**src/rtl/mips_mem_pkg.sv**
```systemverilog
// Shared types and constants for the MIPS memory port arbiter.
package mips_mem_pkg;

    typedef enum logic [1:0] {
        IDLE   = 2'd0,
        BUSY_I = 2'd1,
        BUSY_D = 2'd2
    } arb_state_e;

    localparam logic REQ_I = 1'b0;
    localparam logic REQ_D = 1'b1;

    localparam int unsigned DEF_MAX_D_STREAK = 32'd4;

    function automatic arb_state_e busy_state(input logic id);
        if (id == REQ_D) begin
            return BUSY_D;
        end else begin
            return BUSY_I;
        end
    endfunction

endpackage

```
**src/rtl/mem_port_arbiter_if.sv**
```systemverilog
// Requester and memory-side signal bundle for mem_port_arbiter.
interface mem_port_arbiter_if #(
    parameter int ADDR_W = 32,
    parameter int DATA_W = 32
);
    logic              i_req;
    logic [ADDR_W-1:0] i_addr;
    logic              i_valid;
    logic [DATA_W-1:0] i_rdata;
    logic              d_req;
    logic              d_we;
    logic              d_byte;
    logic [ADDR_W-1:0] d_addr;
    logic [DATA_W-1:0] d_wdata;
    logic              d_valid;
    logic [DATA_W-1:0] d_rdata;
    logic              mem_req;
    logic              mem_we;
    logic              mem_byte;
    logic [ADDR_W-1:0] mem_addr;
    logic [DATA_W-1:0] mem_wdata;
    logic              mem_ready;
    logic [DATA_W-1:0] mem_rdata;
    logic              stall_if;
    logic              stall_mem;

    modport master (
        input  i_req, i_addr, d_req, d_we, d_byte, d_addr, d_wdata, mem_ready, mem_rdata,
        output i_valid, i_rdata, d_valid, d_rdata, mem_req, mem_we, mem_byte, mem_addr,
               mem_wdata, stall_if, stall_mem
    );

    modport slave (
        output i_req, i_addr, d_req, d_we, d_byte, d_addr, d_wdata, mem_ready, mem_rdata,
        input  i_valid, i_rdata, d_valid, d_rdata, mem_req, mem_we, mem_byte, mem_addr,
               mem_wdata, stall_if, stall_mem
    );
endinterface

```
**src/rtl/mem_arb_streak_ctr.sv**
```systemverilog
// Saturating count of consecutive data grants made while fetch waits;
// force_i_o tells the arbiter to hand the next slot to fetch.
module mem_arb_streak_ctr #(
    parameter int unsigned MAX_D_STREAK = 32'd4
) (
    input  logic clk,
    input  logic rst_n,
    input  logic i_req_i,
    input  logic grant_fetch_i,
    input  logic grant_data_i,
    output logic force_i_o
);
    localparam logic [3:0] MAX_C = 4'(MAX_D_STREAK);

    logic [3:0] streak_q;
    logic [3:0] streak_d;

    // Next streak: cleared whenever fetch is idle or served.
    always_comb begin
        streak_d = streak_q;
        if (!i_req_i || grant_fetch_i) begin
            streak_d = 4'd0;
        end else if (grant_data_i && (streak_q != MAX_C)) begin
            streak_d = streak_q + 4'd1;
        end else begin
            streak_d = streak_q;
        end
    end

    // Streak register.
    always_ff @(posedge clk or negedge rst_n) begin
        if (!rst_n) begin
            streak_q <= 4'd0;
        end else begin
            streak_q <= streak_d;
        end
    end

    assign force_i_o = (streak_q == MAX_C);

endmodule

```
**src/rtl/mem_port_arbiter.sv**
```systemverilog
// Data-priority arbiter sharing one memory port between fetch and MEM stage.
// Optional MEM_ARB_PERF_EN adds conflict / forced-fetch counters.
module mem_port_arbiter
    import mips_mem_pkg::*;
#(
    parameter int          ADDR_W       = 32,
    parameter int          DATA_W       = 32,
    parameter int unsigned MAX_D_STREAK = DEF_MAX_D_STREAK
) (
    input  logic                clk,
    input  logic                rst_n,
    mem_port_arbiter_if.master  bus
`ifdef MEM_ARB_PERF_EN
    ,
    output logic [31:0]         perf_conflict_cycles,
    output logic [31:0]         perf_i_forced
`endif
);
    arb_state_e        state_q, state_d;
    logic              grant_s;
    logic              win_id;
    logic              grant_fetch;
    logic              grant_data;
    logic              force_i;

    logic              mem_req_q;
    logic              cmd_we_q;
    logic              cmd_byte_q;
    logic [ADDR_W-1:0] cmd_addr_q;
    logic [DATA_W-1:0] cmd_wdata_q;
    logic              i_valid_q;
    logic              d_valid_q;
    logic [DATA_W-1:0] i_rdata_q;
    logic [DATA_W-1:0] d_rdata_q;

    // Winner selection; the valid cycle blocks a grant so the finishing
    // requester cannot be re-granted on its still-high request.
    always_comb begin
        state_d = state_q;
        grant_s = 1'b0;
        win_id  = REQ_I;
        case (state_q)
            IDLE: begin
                if (i_valid_q || d_valid_q) begin
                    state_d = IDLE;
                end else if (bus.d_req && (!bus.i_req || !force_i)) begin
                    grant_s = 1'b1;
                    win_id  = REQ_D;
                    state_d = busy_state(REQ_D);
                end else if (bus.i_req) begin
                    grant_s = 1'b1;
                    win_id  = REQ_I;
                    state_d = busy_state(REQ_I);
                end else begin
                    state_d = IDLE;
                end
            end
            BUSY_I, BUSY_D: begin
                if (bus.mem_ready) begin
                    state_d = IDLE;
                end else begin
                    state_d = state_q;
                end
            end
            default: begin
                state_d = IDLE;
            end
        endcase
    end

    assign grant_data  = grant_s && (win_id == REQ_D);
    assign grant_fetch = grant_s && (win_id == REQ_I);

    // State, command capture and response registers.
    always_ff @(posedge clk or negedge rst_n) begin
        if (!rst_n) begin
            state_q     <= IDLE;
            mem_req_q   <= 1'b0;
            cmd_we_q    <= 1'b0;
            cmd_byte_q  <= 1'b0;
            cmd_addr_q  <= '0;
            cmd_wdata_q <= '0;
            i_valid_q   <= 1'b0;
            d_valid_q   <= 1'b0;
            i_rdata_q   <= '0;
            d_rdata_q   <= '0;
        end else begin
            state_q <= state_d;
            if (grant_data) begin
                cmd_addr_q  <= bus.d_addr;
                cmd_we_q    <= bus.d_we;
                cmd_byte_q  <= bus.d_byte;
                cmd_wdata_q <= bus.d_wdata;
            end else if (grant_fetch) begin
                cmd_addr_q  <= bus.i_addr;
                cmd_we_q    <= 1'b0;
                cmd_byte_q  <= 1'b0;
                cmd_wdata_q <= '0;
            end
            mem_req_q <= (state_d != IDLE);
            i_valid_q <= (state_q == BUSY_I) && bus.mem_ready;
            d_valid_q <= (state_q == BUSY_D) && bus.mem_ready;
            if ((state_q == BUSY_I) && bus.mem_ready) begin
                i_rdata_q <= bus.mem_rdata;
            end
            if ((state_q == BUSY_D) && bus.mem_ready) begin
                d_rdata_q <= bus.mem_rdata;
            end
        end
    end

    mem_arb_streak_ctr #(
        .MAX_D_STREAK (MAX_D_STREAK)
    ) u_streak (
        .clk           (clk),
        .rst_n         (rst_n),
        .i_req_i       (bus.i_req),
        .grant_fetch_i (grant_fetch),
        .grant_data_i  (grant_data),
        .force_i_o     (force_i)
    );

    assign bus.mem_req   = mem_req_q;
    assign bus.mem_we    = cmd_we_q;
    assign bus.mem_byte  = cmd_byte_q;
    assign bus.mem_addr  = cmd_addr_q;
    assign bus.mem_wdata = cmd_wdata_q;
    assign bus.i_valid   = i_valid_q;
    assign bus.d_valid   = d_valid_q;
    assign bus.i_rdata   = i_rdata_q;
    assign bus.d_rdata   = d_rdata_q;
    assign bus.stall_if  = bus.i_req & ~i_valid_q;
    assign bus.stall_mem = bus.d_req & ~d_valid_q;

`ifdef MEM_ARB_PERF_EN
    logic [31:0] perf_conf_q;
    logic [31:0] perf_forced_q;

    // Contention and starvation-guard event counters, wrapping.
    always_ff @(posedge clk or negedge rst_n) begin
        if (!rst_n) begin
            perf_conf_q   <= 32'd0;
            perf_forced_q <= 32'd0;
        end else begin
            if (bus.i_req && bus.d_req) begin
                perf_conf_q <= perf_conf_q + 32'd1;
            end
            if (grant_fetch && bus.d_req && force_i) begin
                perf_forced_q <= perf_forced_q + 32'd1;
            end
        end
    end

    assign perf_conflict_cycles = perf_conf_q;
    assign perf_i_forced        = perf_forced_q;
`endif

endmodule

```
**src/flat_wrapper.sv**
```systemverilog
// flat-port wrapper written by rule: the top's interface ports become plain ports
module mem_port_arbiter_flat import mips_mem_pkg::*;
#(
    parameter int          ADDR_W       = 32,
    parameter int          DATA_W       = 32,
    parameter int unsigned MAX_D_STREAK = DEF_MAX_D_STREAK
)
  (clk, rst_n, bus_i_req, bus_i_addr, bus_d_req, bus_d_we, bus_d_byte, bus_d_addr, bus_d_wdata, bus_mem_ready, bus_mem_rdata, bus_i_valid, bus_i_rdata, bus_d_valid, bus_d_rdata, bus_mem_req, bus_mem_we, bus_mem_byte, bus_mem_addr, bus_mem_wdata, bus_stall_if, bus_stall_mem);
  mem_port_arbiter_if #(.ADDR_W(ADDR_W), .DATA_W(DATA_W)) bus_i ();
  input  logic clk;
  input  logic rst_n;
  input wire logic [$bits(bus_i.i_req)-1:0] bus_i_req;
  input wire logic [$bits(bus_i.i_addr)-1:0] bus_i_addr;
  input wire logic [$bits(bus_i.d_req)-1:0] bus_d_req;
  input wire logic [$bits(bus_i.d_we)-1:0] bus_d_we;
  input wire logic [$bits(bus_i.d_byte)-1:0] bus_d_byte;
  input wire logic [$bits(bus_i.d_addr)-1:0] bus_d_addr;
  input wire logic [$bits(bus_i.d_wdata)-1:0] bus_d_wdata;
  input wire logic [$bits(bus_i.mem_ready)-1:0] bus_mem_ready;
  input wire logic [$bits(bus_i.mem_rdata)-1:0] bus_mem_rdata;
  output wire logic [$bits(bus_i.i_valid)-1:0] bus_i_valid;
  output wire logic [$bits(bus_i.i_rdata)-1:0] bus_i_rdata;
  output wire logic [$bits(bus_i.d_valid)-1:0] bus_d_valid;
  output wire logic [$bits(bus_i.d_rdata)-1:0] bus_d_rdata;
  output wire logic [$bits(bus_i.mem_req)-1:0] bus_mem_req;
  output wire logic [$bits(bus_i.mem_we)-1:0] bus_mem_we;
  output wire logic [$bits(bus_i.mem_byte)-1:0] bus_mem_byte;
  output wire logic [$bits(bus_i.mem_addr)-1:0] bus_mem_addr;
  output wire logic [$bits(bus_i.mem_wdata)-1:0] bus_mem_wdata;
  output wire logic [$bits(bus_i.stall_if)-1:0] bus_stall_if;
  output wire logic [$bits(bus_i.stall_mem)-1:0] bus_stall_mem;
  assign bus_i.i_req = bus_i_req;
  assign bus_i.i_addr = bus_i_addr;
  assign bus_i.d_req = bus_d_req;
  assign bus_i.d_we = bus_d_we;
  assign bus_i.d_byte = bus_d_byte;
  assign bus_i.d_addr = bus_d_addr;
  assign bus_i.d_wdata = bus_d_wdata;
  assign bus_i.mem_ready = bus_mem_ready;
  assign bus_i.mem_rdata = bus_mem_rdata;
  assign bus_i_valid = bus_i.i_valid;
  assign bus_i_rdata = bus_i.i_rdata;
  assign bus_d_valid = bus_i.d_valid;
  assign bus_d_rdata = bus_i.d_rdata;
  assign bus_mem_req = bus_i.mem_req;
  assign bus_mem_we = bus_i.mem_we;
  assign bus_mem_byte = bus_i.mem_byte;
  assign bus_mem_addr = bus_i.mem_addr;
  assign bus_mem_wdata = bus_i.mem_wdata;
  assign bus_stall_if = bus_i.stall_if;
  assign bus_stall_mem = bus_i.stall_mem;
  mem_port_arbiter #(.ADDR_W(ADDR_W), .DATA_W(DATA_W), .MAX_D_STREAK(MAX_D_STREAK)) u_core (.clk(clk), .rst_n(rst_n), .bus(bus_i));
endmodule
```
**config.mk**
```make
export PLATFORM = sky130hd
export DESIGN_NAME = mem_port_arbiter_flat
export DESIGN_NICKNAME = d
export VERILOG_FILES = /design/src/rtl/mips_mem_pkg.sv /design/src/rtl/mem_port_arbiter_if.sv /design/src/rtl/mem_arb_streak_ctr.sv /design/src/rtl/mem_port_arbiter.sv /design/src/flat_wrapper.sv
export SDC_FILE = /design/constraint.sdc
export NUM_CORES = 1
export LEC_CHECK = 0
export BUFFER_PORTS_ARGS = -buffer_cell sky130_fd_sc_hd__buf_2
export CELL_PAD_IN_SITES_DETAIL_PLACEMENT = 0
export CELL_PAD_IN_SITES_GLOBAL_PLACEMENT = 1
export CORE_MARGIN = 4
export CORE_UTILIZATION = 35
export DETAILED_ROUTE_END_ITERATION = 10
export PLACE_DENSITY = 0.77
export SLEW_MARGIN = 40
export SYNTH_ARGS = -nofsm -noshare
export SYNTH_HDL_FRONTEND = slang
export SYNTH_SLANG_ARGS = --single-unit
```
**constraint.sdc**
```tcl
create_clock -name clk -period 2.16 [get_ports clk]
set_input_delay 0.108 -clock clk [delete_from_list [all_inputs] [get_ports clk]]
set_output_delay 0.108 -clock clk [all_outputs]
set_load 0.02 [all_outputs]
```
Word-level counts from Yosys, hierarchy flattened
Index checks and enable logic that the tools add are counted.
Operators by class
  add/sub/neg operators: 1
  equal/unequal tests: 4
  mux-type cells: 21
  bitwise gates (word level): 5
  reduce and logical (&&, ||, !) cells: 16
Operators by type and width (count)
  two-way mux 32 bit: 4
  two-way mux 1 bit: 11
  two-way mux 4 bit: 2
  logical AND 1 bit: 6
  two-way mux 2 bit: 3
  nonzero test 2 bit: 3
  adder 4 x 1 -> 4 bit, second input constant: 1
  == test 4 x 3 -> 1 bit, second input constant: 1
  != test 4 x 3 -> 1 bit, second input constant: 1
  case mux 2 bit (2 select lines): 1
  logical OR 1 bit: 3
  inverter 1 bit: 3
  AND 1 bit: 2
  == test 2 x 1 -> 1 bit, second input constant: 1
  == test 2 bit, second input constant: 1
  logical NOT 1 bit: 2
  logical NOT 2 bit: 1
  OR reduction 2 bit: 1
Word-level totals
  register bits after elaboration: 139
  input bits: 135
  output and inout port bits: 135
  word-level logic and storage cells: 58

Logic depth before layout (Yosys ltp)
Gate-level depths: netlist (run 1).
  depth in word-level cells: 11
  mapped depth: 7
  mapped depth without buffers: 5

Cells and area by module
From an unflattened synthesis (run 1), not the netlist that was laid out.
Unflattened totals
  cells, all modules: 453
  area, all modules: 5735.5 µm²
Modules (own cells, without submodules)
  mem_port_arbiter: times used 1, cells an instance 427, area an instance 5499.0 µm², seq. area each 3378.2 µm²
  mem_arb_streak_ctr: times used 1, cells an instance 26, area an instance 236.5 µm², seq. area each 100.1 µm²

Least setup slack after synthesis (run 1)
No wires, ideal clock.
  path type: flip-flop to flip-flop
  from: reg u_core.state_q[0]
  to: reg u_core.cmd_addr_q[12], in the netlist u_core.bus.mem_addr[12]
  setup time: 0.123 ns
  arrival time: 1.523 ns
  required time: 2.037 ns
  setup slack: 0.514 ns
  stages on the path, launching flop included: 8
  buffers on the path: 2
  clock period less this slack: 1.646 ns
  cells stage by stage: dfrtp_1 -> inv_1 -> ha_1 -> nor3b_4 -> buf_4 -> buf_4 -> nand4b_1 -> o221a_2
On the way
  word-level cells in the longest chain between the ends: 5
  elaborated cells on any way between the ends: 8
  those cells by class: 3 x mux; 1 x bitwise; 4 x reduce/logical
Ends and longest elaborated chain
  start: declaration: line mem_port_arbiter.sv:19  | arb_state_e state_q, state_d;
  start signal: assignment: line mem_port_arbiter.sv:88  | state_q <= state_d;
  logical NOT 2 bit (*): line mem_port_arbiter.sv:42  | case (state_q)
  two-way mux 1 bit: line mem_port_arbiter.sv:42
  inverter 1 bit: line mem_port_arbiter.sv:72  | assign grant_fetch = grant_s && (win_id == REQ_I);
  logical AND 1 bit: line mem_port_arbiter.sv:72
  nonzero test 2 bit (no source line)
  end signal: assignment: line mem_port_arbiter.sv:90  | cmd_addr_q <= bus.d_addr;
  end signal: assignment: line mem_port_arbiter.sv:95  | cmd_addr_q <= bus.i_addr;
  end: declaration: line mem_port_arbiter.sv:29  | logic [ADDR_W-1:0] cmd_addr_q;
Mark *: on every way between the ends. The rest lies on a longest branch, timed or not.
A chain may end at the register's enable or synchronous reset.

Worst setup path after layout (run 1)
  from: reg u_core.state_q[1]
  to: reg u_core.cmd_wdata_q[10], in the netlist u_core.bus.mem_wdata[10]
On the way
  word-level cells in the longest chain between the ends: 5
  elaborated cells on any way between the ends: 8
  those cells by class: 3 x mux; 1 x bitwise; 4 x reduce/logical
Ends and longest elaborated chain
  logical NOT 2 bit (*): line mem_port_arbiter.sv:42
  two-way mux 1 bit: line mem_port_arbiter.sv:42
  inverter 1 bit: line mem_port_arbiter.sv:72
  logical AND 1 bit: line mem_port_arbiter.sv:72
  nonzero test 2 bit (no source line)
  end signal: assignment: line mem_port_arbiter.sv:93  | cmd_wdata_q <= bus.d_wdata;
  end: declaration: line mem_port_arbiter.sv:30  | logic [DATA_W-1:0] cmd_wdata_q;
Marks and branches as above.

==> results of run 1 <==
cell type report:
type                       instances  share of cell area
timing repair buffer             349               0.250
sequential                       139               0.398
multi-input combinational        241               0.254
antenna                            1            0.000287
clock buffer                      19              0.0519
inverter                           7             0.00301
tap                              220              0.0315
clock inverter                    10              0.0107
through the flow:
step | cell area [um^2] | hold slack (ns)
3_3_place_gp | 7510 | 0.0970
5_1_grt | 8730 | 0.0274
3_5_place_dp | 7510 | 0.109
6_report | 8730 | 0.0310
2_1_floorplan | 5950 | -0.188
4_1_cts | 8730 | 0.00342
where the power goes:
part / internal (uW) / switching (uW) / total, uW
registers: 3820 / 689 / 4510
logic: 2500 / 3390 / 5890
clock network: 1630 / 1100 / 2730
state kept, by name (all words and copies together) (netlist names):
name	cells
u_core.bus.d_rdata	32
u_core.bus.mem_wdata	32
u_core.bus.mem_we	1
u_core.bus.mem_byte	1
u_core.bus.i_rdata	32
u_core.bus.d_valid	1
u_core.u_streak.streak_q	4
u_core.state_q	2
u_core.bus.i_valid	1
u_core.bus.mem_addr	32
u_core.bus.mem_req	1
cells in the mapped netlist, drive strengths merged (2+ instances only):
cell | count | share of area
dfrtp | 139 | 0.58
nand4b | 33 | 0.051
mux2 | 64 | 0.12
a22o | 34 | 0.050
inv | 7 | 0.0044
nor2b | 5 | 0.0053
buf | 27 | 0.034
clkbuf | 9 | 0.0059
and4b | 2 | 0.0034
nor2 | 5 | 0.0059
ha | 6 | 0.013
o221a | 32 | 0.061
nand4 | 3 | 0.0032
nand3 | 4 | 0.0034
nand2 | 6 | 0.0038
a21oi | 5 | 0.0042
o21ai | 4 | 0.0040
nand2b | 31 | 0.033
metal layers:
layer,GRT usage,wire [um],up-vias
met5,0,0,-
met4,0.0567,344,0
met3,0.0739,1440,26
met2,0.303,8600,206
met1,0.214,6950,2384
li1,-,-,2252
cells by family after synthesis:
| logic type | share of synthesized area |
|---|---|
| flip-flops | 0.584 |
| AND/OR/NAND/NOR | 0.117 |
| AO/OA/AOI/OAI | 0.121 |
| multiplexers | 0.121 |
| buffers and inverters | 0.0439 |
| adder cells (fa/ha/maj) | 0.0126 |
critical path, cell delays in order (launching register included):
cell and delay, ns:
dfrtp_1 0.42, inv_1 0.10, ha_1 0.16, nor3b_4 0.31
buf_12 0.23, o21ai_2 0.07, buf_4 0.24, a22o_1 0.23
path summary, 6_finish.rpt:
kind,startpoint,endpoint,slack [ns],depth (start not counted)
setup / recovery,u_core.state_q[1]$_DFF_PN0_,u_core.bus.mem_wdata[10]$_DFFE_PN0P_,0.27,7
hold / removal,bus_mem_ready,u_core.state_q[0]$_DFF_PN0_,0.03,4
setup reg to reg,u_core.state_q[1]$_DFF_PN0_,u_core.bus.mem_wdata[10]$_DFFE_PN0P_,0.27,7
hold reg to reg,u_core.bus.mem_wdata[2]$_DFFE_PN0P_,u_core.bus.mem_wdata[2]$_DFFE_PN0P_,0.50,1
max in group asynchronous,rst_n,u_core.bus.mem_byte$_DFFE_PN0P_,1.10,3
min in group asynchronous,rst_n,u_core.bus.d_rdata[26]$_DFFE_PN0P_,0.22,2
==> flow_summary.yaml, run 1 <==
run:
  drv_cap: 0
placement:
  place_congestion: 0.786
  dpl.cell_count: 889
  port_buffers: 269
  dp_worst_setup_slack_ns: 0.279
  hpwl_mm: 11.8
final_layout:
  fill_cells: 1432
  area_growth_pct: 46.6
  final_cell_count_no_fill: 986
  seqCellArea_mm2: 0.00348
  layout_common_cells: "buf_2, dfrtp_1, dlygate4sd3_1"
  nets: 896
  final_core_util: 0.525
  drive_gt1_frac: 0.527
  layout_commonest_cell: "buf_2"
  multiInputGateArea_mm2: 0.00222
setup_path:
  end_kind: "flip-flop"
  path_class: "reg -> reg"
  start_kind: "flip-flop"
  critPathMaxFanout: 35
  critPathArrivalTime_ns: 2.18
  cp_data_required_time_ns: 2.45
power_and_ir_drop:
  ir_worst_vdd_v: 0.00100
  p_per_area_mw_per_mm2: 1500
  p_leak_uw: 0.00420
  finalPower_uw: 13100
logic_synthesis:
  synth_nets: 564
  synth_ff_type: "dfrtp_1"
  yosys_warnings: 0
  async_flop_share: 1.00
  syn_area_mm2: 0.00595
  ys_types: 33
  synth_edf_count: 0
  syn_avg_cell_area_um2: 14.1
  synth-seq-cells: 139
  ys_seq_area_frac: 0.584
  synthCells: 423
outcome:
  status: "complete, no violations"
timing:
  slew_headroom: 0.646
  finalHoldViolCount: 0
  finalSetupViolations: 0
  finalWorstPathRequiredPeriod_ns: 1.89
  max_freq_ghz: 0.529
  min_period_over_period: 0.875
  slew_violations: 0
  tns_ns: 0
  rsz0062_at_grt: "no"
  tightestPinTransition_ns: 0.531
  setup_ws_ns: 0.270
  fin_skew_ns: 0.0144
die:
  pin_count: 270
  die_area_mm2: 0.0192
  core_mm2: 0.0166
  die_y_um: 138
  chipWidth_um: 138
  core.rowCount: 47
  initial_core_util: 0.358
routing:
  dr_total_vias: 4868
  vias_per_cell: 4.94
  ant_nets: 0
  drc: 0
  drt-total-wl_mm: 17.3
  first_pass_iters: 4
  drt-initial-drc-count: 189
  wl_per_cell_um: 17.6
grt:
  grt_first_pass_wirelength_mm: 28.2
  grtUsageTotal: 0.181
  overflow: 0
  grt_pass1_vias: 5311
  grt_max_degree: 59
  antenna_found_initial: 1
clock_network:
  cts_inserted_buffers: 17
  cts_tree: "yes"
  clk_latency_ns: 0.41
  cts_setup_buffers: 0
  cts_resized: 0
  numClockSinks: 139
  clockBufferDepth: 2
  cts_hold_buf: 67
  root_buffer: "clkbuf_16"
  clk_pin_slew_ns: 0.06
  cts-htree-levels: 4
min_path:
  hold_path.class: "in -> reg"
Power figures use the tool's default switching activity.
==> inputs of run 2 (changes only) <==
--- a/config.mk
+++ b/config.mk
@@ -11,8 +11,9 @@
 export CORE_MARGIN = 4
 export CORE_UTILIZATION = 35
 export DETAILED_ROUTE_END_ITERATION = 10
-export PLACE_DENSITY = 0.77
+export PLACE_DENSITY = 0.79
 export SLEW_MARGIN = 40
 export SYNTH_ARGS = -nofsm -noshare
 export SYNTH_HDL_FRONTEND = slang
+export SYNTH_HIERARCHICAL = 1
 export SYNTH_SLANG_ARGS = --single-unit
==> flow_summary.yaml, run 2 <==
logic_synthesis:
  synth_xor_area_frac: 0
  synthCells: 453
  synthMuxAreaShare: 0.126
  synth_fa_ha_area_frac: 0.0131
  yosys.area_share.simple: 0.0576
  yosysTopAreaCellShare: 0.606
  ys_seq_area_frac: 0.606
  synthTopCellsByArea: "dfrtp_1, mux2_2, a22o_1, a31oi_1, a21oi_1"
  syn_area_mm2: 0.00574
  synthTopCellsByCount: "dfrtp_1, mux2_2, a21oi_1, nand3_1"
  yosys.area.top_type: "dfrtp_1"
  async_flop_share: 1.00
  synth-compound-area-share: 0.156
  ys_types: 33
  synth_top_family_by_area: "compound AO/OA/AOI/OAI gates"
  synth_edf_count: 0
  post-synth-top-count-cell: "dfrtp_1"
  synth_nets: 594
  synth_ff_type: "dfrtp_1"
  syn_avg_cell_area_um2: 12.7
  synth-seq-cells: 139
  yosys_warnings: 6
timing:
  tns_ns: 0
  slew_violations: 0
  tightestPinTransition_ns: 0.434
  finalHoldViolCount: 0
  max_freq_ghz: 0.511
  slew_headroom: 0.710
  finalWorstPathRequiredPeriod_ns: 1.96
  fin_skew_ns: 0.00962
  rsz0062_at_grt: "no"
  setup_ws_ns: 0.203
  finalSetupViolations: 0
  min_period_over_period: 0.906
power_and_ir_drop:
  p_per_area_mw_per_mm2: 1450
  ir_worst_vdd_v: 0.000810
  p_leak_uw: 0.00445
clock_network:
  clockBufferDepth: 2
  cts-htree-levels: 4
  root_buffer: "clkbuf_16"
  cts_inserted_buffers: 17
  cts_resized: 0
  clk_pin_slew_ns: 0.06
  cts_tree: "yes"
  clk_latency_ns: 0.42
  numClockSinks: 139
final_layout:
  nets: 995
  layout_commonest_cell: "buf_2"
  n_antenna_cell: 0
  drive_gt1_frac: 0.449
  layout_common_cells: "buf_2, dfrtp_1, dlygate4sd3_1"
  area_growth_pct: 60.6
die:
  die_area_mm2: 0.0185
  pin_count: 270
  initial_core_util: 0.360
  chipWidth_um: 136
  die_y_um: 136
  core.rowCount: 46
  core_mm2: 0.0159
grt:
  grt_use_met3: 0.0629
  grt_max_degree: 52
  grt_pass1_vias: 5829
  overflow: 0
  top_usage_layer: "met2"
  grt_first_pass_wirelength_mm: 29.3
  use_met2: 0.356
  met1_usage: 0.228
  grtUsageTotal: 0.202
  antenna_found_initial: 0
routing:
  wl_per_cell_um: 17.4
  drc: 0
  dr_total_vias: 5433
  first_pass_iters: 6
  drt-total-wl_mm: 18.8
  ant_nets: 0
  drt-initial-drc-count: 270
  vias_per_cell: 5.03
outcome:
  status: "complete, no violations"
run:
  drv_cap: 0
setup_path:
  start_kind: "flip-flop"
  cp_data_required_time_ns: 2.49
  r2r_start: "u_core/state_q[0]$_DFF_PN0_"
  end_kind: "flip-flop"
  path_class: "reg -> reg"
  critPathMaxFanout: 5
  critPathArrivalTime_ns: 2.29
  crit_start: "u_core/state_q[0]$_DFF_PN0_"
min_path:
  min_from: "bus_i_addr[20]"
  hold_path.class: "in -> reg"
placement:
  hpwl_mm: 11.8
  dp_worst_setup_slack_ns: 0.0809
  port_buffers: 269
  place_congestion: 0.790
run 2: per-layer routing:
layer / part of all wire / up-vias
li1: - / 2470
met1: 0.37 / 2679
met2: 0.52 / 249
met3: 0.084 / 35
met4: 0.021 / 0
met5: 0 / -
run 2: cell type report:
cell class | instances | area, um^2
Sequential cell | 139 | 3480
Inverter | 8 | 30.0
Multi-Input combinational cell | 269 | 2030
Tap cell | 216 | 270
Fill cell | 1276 | 6730
Clock inverter | 10 | 93.8
Clock buffer | 20 | 457
Timing Repair Buffer | 419 | 2850
run 2: where the power goes:
part / total, uW / leakage [uW] / internal (uW) / switching (uW)
sequential: 4510 / 0.00168 / 3840 / 670
combinational: 6120 / 0.00251 / 2420 / 3700
clock: 2710 / 0.000264 / 1630 / 1080
run 2: path summary, 6_finish.rpt:
path	endpoint	cells after the start	slack, ns
worst max-delay path	u_core/u_streak/streak_q[3]$_DFFE_PN0P_	7	0.20
worst min-delay path	u_core/bus.mem_addr[20]$_DFFE_PN0P_	3	0.04
worst max register to register	u_core/u_streak/streak_q[3]$_DFFE_PN0P_	7	0.20
worst min register to register	u_core/bus.mem_wdata[9]$_DFFE_PN0P_	1	0.49
max in group asynchronous	u_core/bus.mem_addr[8]$_DFFE_PN0P_	3	1.28
min in group asynchronous	u_core/bus.d_rdata[4]$_DFFE_PN0P_	2	0.17
run 2: critical path, stage by stage (launching register included):
cell and delay [ns]:
dfrtp_1 0.42, inv_1 0.10, ha_1 0.16, or3b_1 0.44
nor2_8 0.14, nand4_1 0.14, or3_1 0.33, a21oi_1 0.15
run 2: cells by family after synthesis:
kind of cell / count (synthesis)
AOI/OAI and AO/OA: 142
muxes: 64
adders and majority gates: 6
buffers and inverters: 45
and+or+nand+nor: 57
DFF: 139
run 2: repair_timing:
action | 4_1_cts | 5_1_grt
setup endpoints to repair | 0 | 1
buffers inserted | 0 | 3
hold buffers | 130 | 0
endpoints found under the hold margin | 170 | 0
run 2: through the flow:
stage,hold WS [ns],std cells,area (um^2),total power (uW),util
floorplan,-0.188,453,5740,8280,-
global placement,0.0510,918,7340,10200,0.460
detailed placement,0.0595,918,7340,10400,0.460
CTS,0.00199,1078,9190,13400,0.576
global route,0.0139,1081,9210,14100,0.578
finish,0.0390,1081,9210,13300,0.578
==> inputs of run 3 (changes only) <==
--- a/config.mk
+++ b/config.mk
@@ -5,12 +5,14 @@
 export SDC_FILE = /design/constraint.sdc
 export NUM_CORES = 1
 export LEC_CHECK = 0
+export ABC_AREA = 0
 export BUFFER_PORTS_ARGS = -buffer_cell sky130_fd_sc_hd__buf_2
 export CELL_PAD_IN_SITES_DETAIL_PLACEMENT = 0
 export CELL_PAD_IN_SITES_GLOBAL_PLACEMENT = 1
 export CORE_MARGIN = 4
 export CORE_UTILIZATION = 35
 export DETAILED_ROUTE_END_ITERATION = 10
+export MAX_ROUTING_LAYER = met4
 export PLACE_DENSITY = 0.79
 export SLEW_MARGIN = 40
 export SYNTH_ARGS = -nofsm -noshare
==> flow_summary.yaml, run 3 (same netlist as run 2, synthesis figures left out) <==
outcome:
  status: "complete, no violations"
timing:
  slew_violations: 0
  slew_headroom: 0.708
  rsz0062_at_grt: "no"
  max_freq_ghz: 0.514
  tns_ns: 0
  finalSetupViolations: 0
  finalWorstPathRequiredPeriod_ns: 1.95
  tightestPinTransition_ns: 0.437
  fin_skew_ns: 0.00867
  min_period_over_period: 0.901
  finalHoldViolCount: 0
final_layout:
  nets: 995
  area_growth_pct: 60.6
  layout_common_cells: "buf_2, dfrtp_1, dlygate4sd3_1"
  n_antenna_cell: 0
  drive_gt1_frac: 0.449
  fill_cells: 1276
  layout_commonest_cell: "buf_2"
placement:
  hpwl_mm: 11.8
  place_congestion: 0.801
  port_buffers: 269
power_and_ir_drop:
  p_per_area_mw_per_mm2: 1450
  ir_worst_vdd_v: 0.000811
  finalPower_uw: 13300
  p_leak_uw: 0.00445
grt:
  overflow: 0
  grtUsageTotal: 0.208
  grt_first_pass_wirelength_mm: 29.3
  antenna_found_initial: 0
  grt_max_degree: 52
  grt_pass1_vias: 5829
setup_path:
  path_class: "reg -> reg"
  start_kind: "flip-flop"
  worstRegToRegCells: 7
  end_kind: "flip-flop"
  cpLargestDelayFamily: "simple AND/OR/NAND/NOR gates"
  critPathMaxFanout: 5
  crit_buf_inv: 1
  regToRegSetupSlack_ns: 0.21
  critPathArrivalTime_ns: 2.28
  max_stage_delay_ns: 0.44
  r2r_start: "u_core/state_q[0]$_DFF_PN0_"
  cp_data_required_time_ns: 2.49
  worst-path-stages: 7
  timing.rr.end: "u_core/u_streak/streak_q[3]$_DFFE_PN0P_"
  crit_slowest_cell: "or3b_1"
  crit_chain: "inv_1, ha_1, or3b_1, nor2_8, nand4_1, or3_1, a21oi_1"
die:
  chipWidth_um: 136
  die_area_mm2: 0.0185
  die_y_um: 136
  core.rowCount: 46
  pin_count: 270
  initial_core_util: 0.360
  core_mm2: 0.0159
routing:
  vias_per_cell: 5.06
  drc: 0
  ant_nets: 0
  wl_per_cell_um: 17.4
  drt-initial-drc-count: 284
  drt-total-wl_mm: 18.8
  first_pass_iters: 4
  dr_total_vias: 5466
min_path:
  hold_path.class: "in -> reg"
  min_from: "bus_i_addr[20]"
  min_to: "u_core/bus.mem_addr[20]$_DFFE_PN0P_"
  hold_depth: 3
clock_network:
  cts_tree: "yes"
  clockBufferDepth: 2
  cts-htree-levels: 4
  clk_pin_slew_ns: 0.06
  cts_resized: 0
  clk_latency_ns: 0.42
  cts_inserted_buffers: 17
  root_buffer: "clkbuf_16"
  numClockSinks: 139
run:
  drv_cap: 0
-- run 3: cell counts in the layout (fill, tap and decap cells not counted) --
No cell type changed its count.
-- run 3: what timing repair did --
action / 4_1_cts / 5_1_grt
setup buffers: 0 / 3
hold buffers: 130 / 0
hold endpoints to repair: 170 / 0
endpoints found under the setup margin: 0 / 1
-- run 3: power by group --
group / switching (uW) / internal, uW
registers: 670 / 3840
logic: 3700 / 2420
clock network: 1090 / 1630
total: 5450 / 7890
-- run 3: area by class of cell --
| cell class | instances | area (um^2) | share of cell area |
|---|---|---|---|
| well taps | 216 | 270 | 0.0293 |
| inverters | 8 | 30.0 | 0.00326 |
| multi-input cells | 269 | 2030 | 0.220 |
| repair buffers | 419 | 2850 | 0.310 |
| flip-flops and latches | 139 | 3480 | 0.378 |
| clock inverters | 10 | 93.8 | 0.0102 |
| clock buffers | 20 | 457 | 0.0496 |
-- run 3: worst max path at each step --
| stage | start | end | slack (ns) |
|---|---|---|---|
| 2_1_floorplan | u_core/state_q[0]$_DFF_PN0_ | u_core/u_streak/streak_q[3]$_DFFE_PN0P_ | 0.12 |
| 3_3_place_gp | u_core/state_q[0]$_DFF_PN0_ | u_core/u_streak/streak_q[3]$_DFFE_PN0P_ | 0.16 |
| 3_5_place_dp | u_core/state_q[0]$_DFF_PN0_ | u_core/u_streak/streak_q[3]$_DFFE_PN0P_ | 0.08 |
| 4_1_cts | u_core/state_q[0]$_DFF_PN0_ | u_core/u_streak/streak_q[3]$_DFFE_PN0P_ | 0.07 |
| 5_1_grt | u_core/state_q[0]$_DFF_PN0_ | u_core/u_streak/streak_q[3]$_DFFE_PN0P_ | 0.10 |
| 6_report | u_core/state_q[0]$_DFF_PN0_ | u_core/u_streak/streak_q[3]$_DFFE_PN0P_ | 0.21 |
-- run 3: worst min-delay path: stages --
cell and delay (ns):
buf_2 0.10, o21ai_0 0.10, a31oi_1 0.10
-- run 3: routing by layer --
metal / vias to the layer above / GRT usage / wire length [um]
li1: 2469 / - / -
met2: 260 / 0.356 / 9790
met5: - / - / 0
met1: 2698 / 0.238 / 7170
met4: 0 / 0.0761 / 427
met3: 39 / 0.0489 / 1370
-- run 3: through the flow --
| step | worst slack [ns] | instance area (um^2) | cells | util | hold WS [ns] |
|---|---|---|---|---|---|
| final | 0.213 | 9210 | 1081 | 0.578 | 0.0393 |
| after detailed placement | 0.0809 | 7340 | 918 | 0.460 | 0.0595 |
| after global routing | 0.102 | 9210 | 1081 | 0.578 | 0.0154 |
| after global placement | 0.163 | 7340 | 918 | 0.460 | 0.0510 |
| after CTS | 0.0664 | 9190 | 1078 | 0.576 | 0.00199 |
| after floorplan | 0.125 | 5740 | 453 | - | -0.188 |
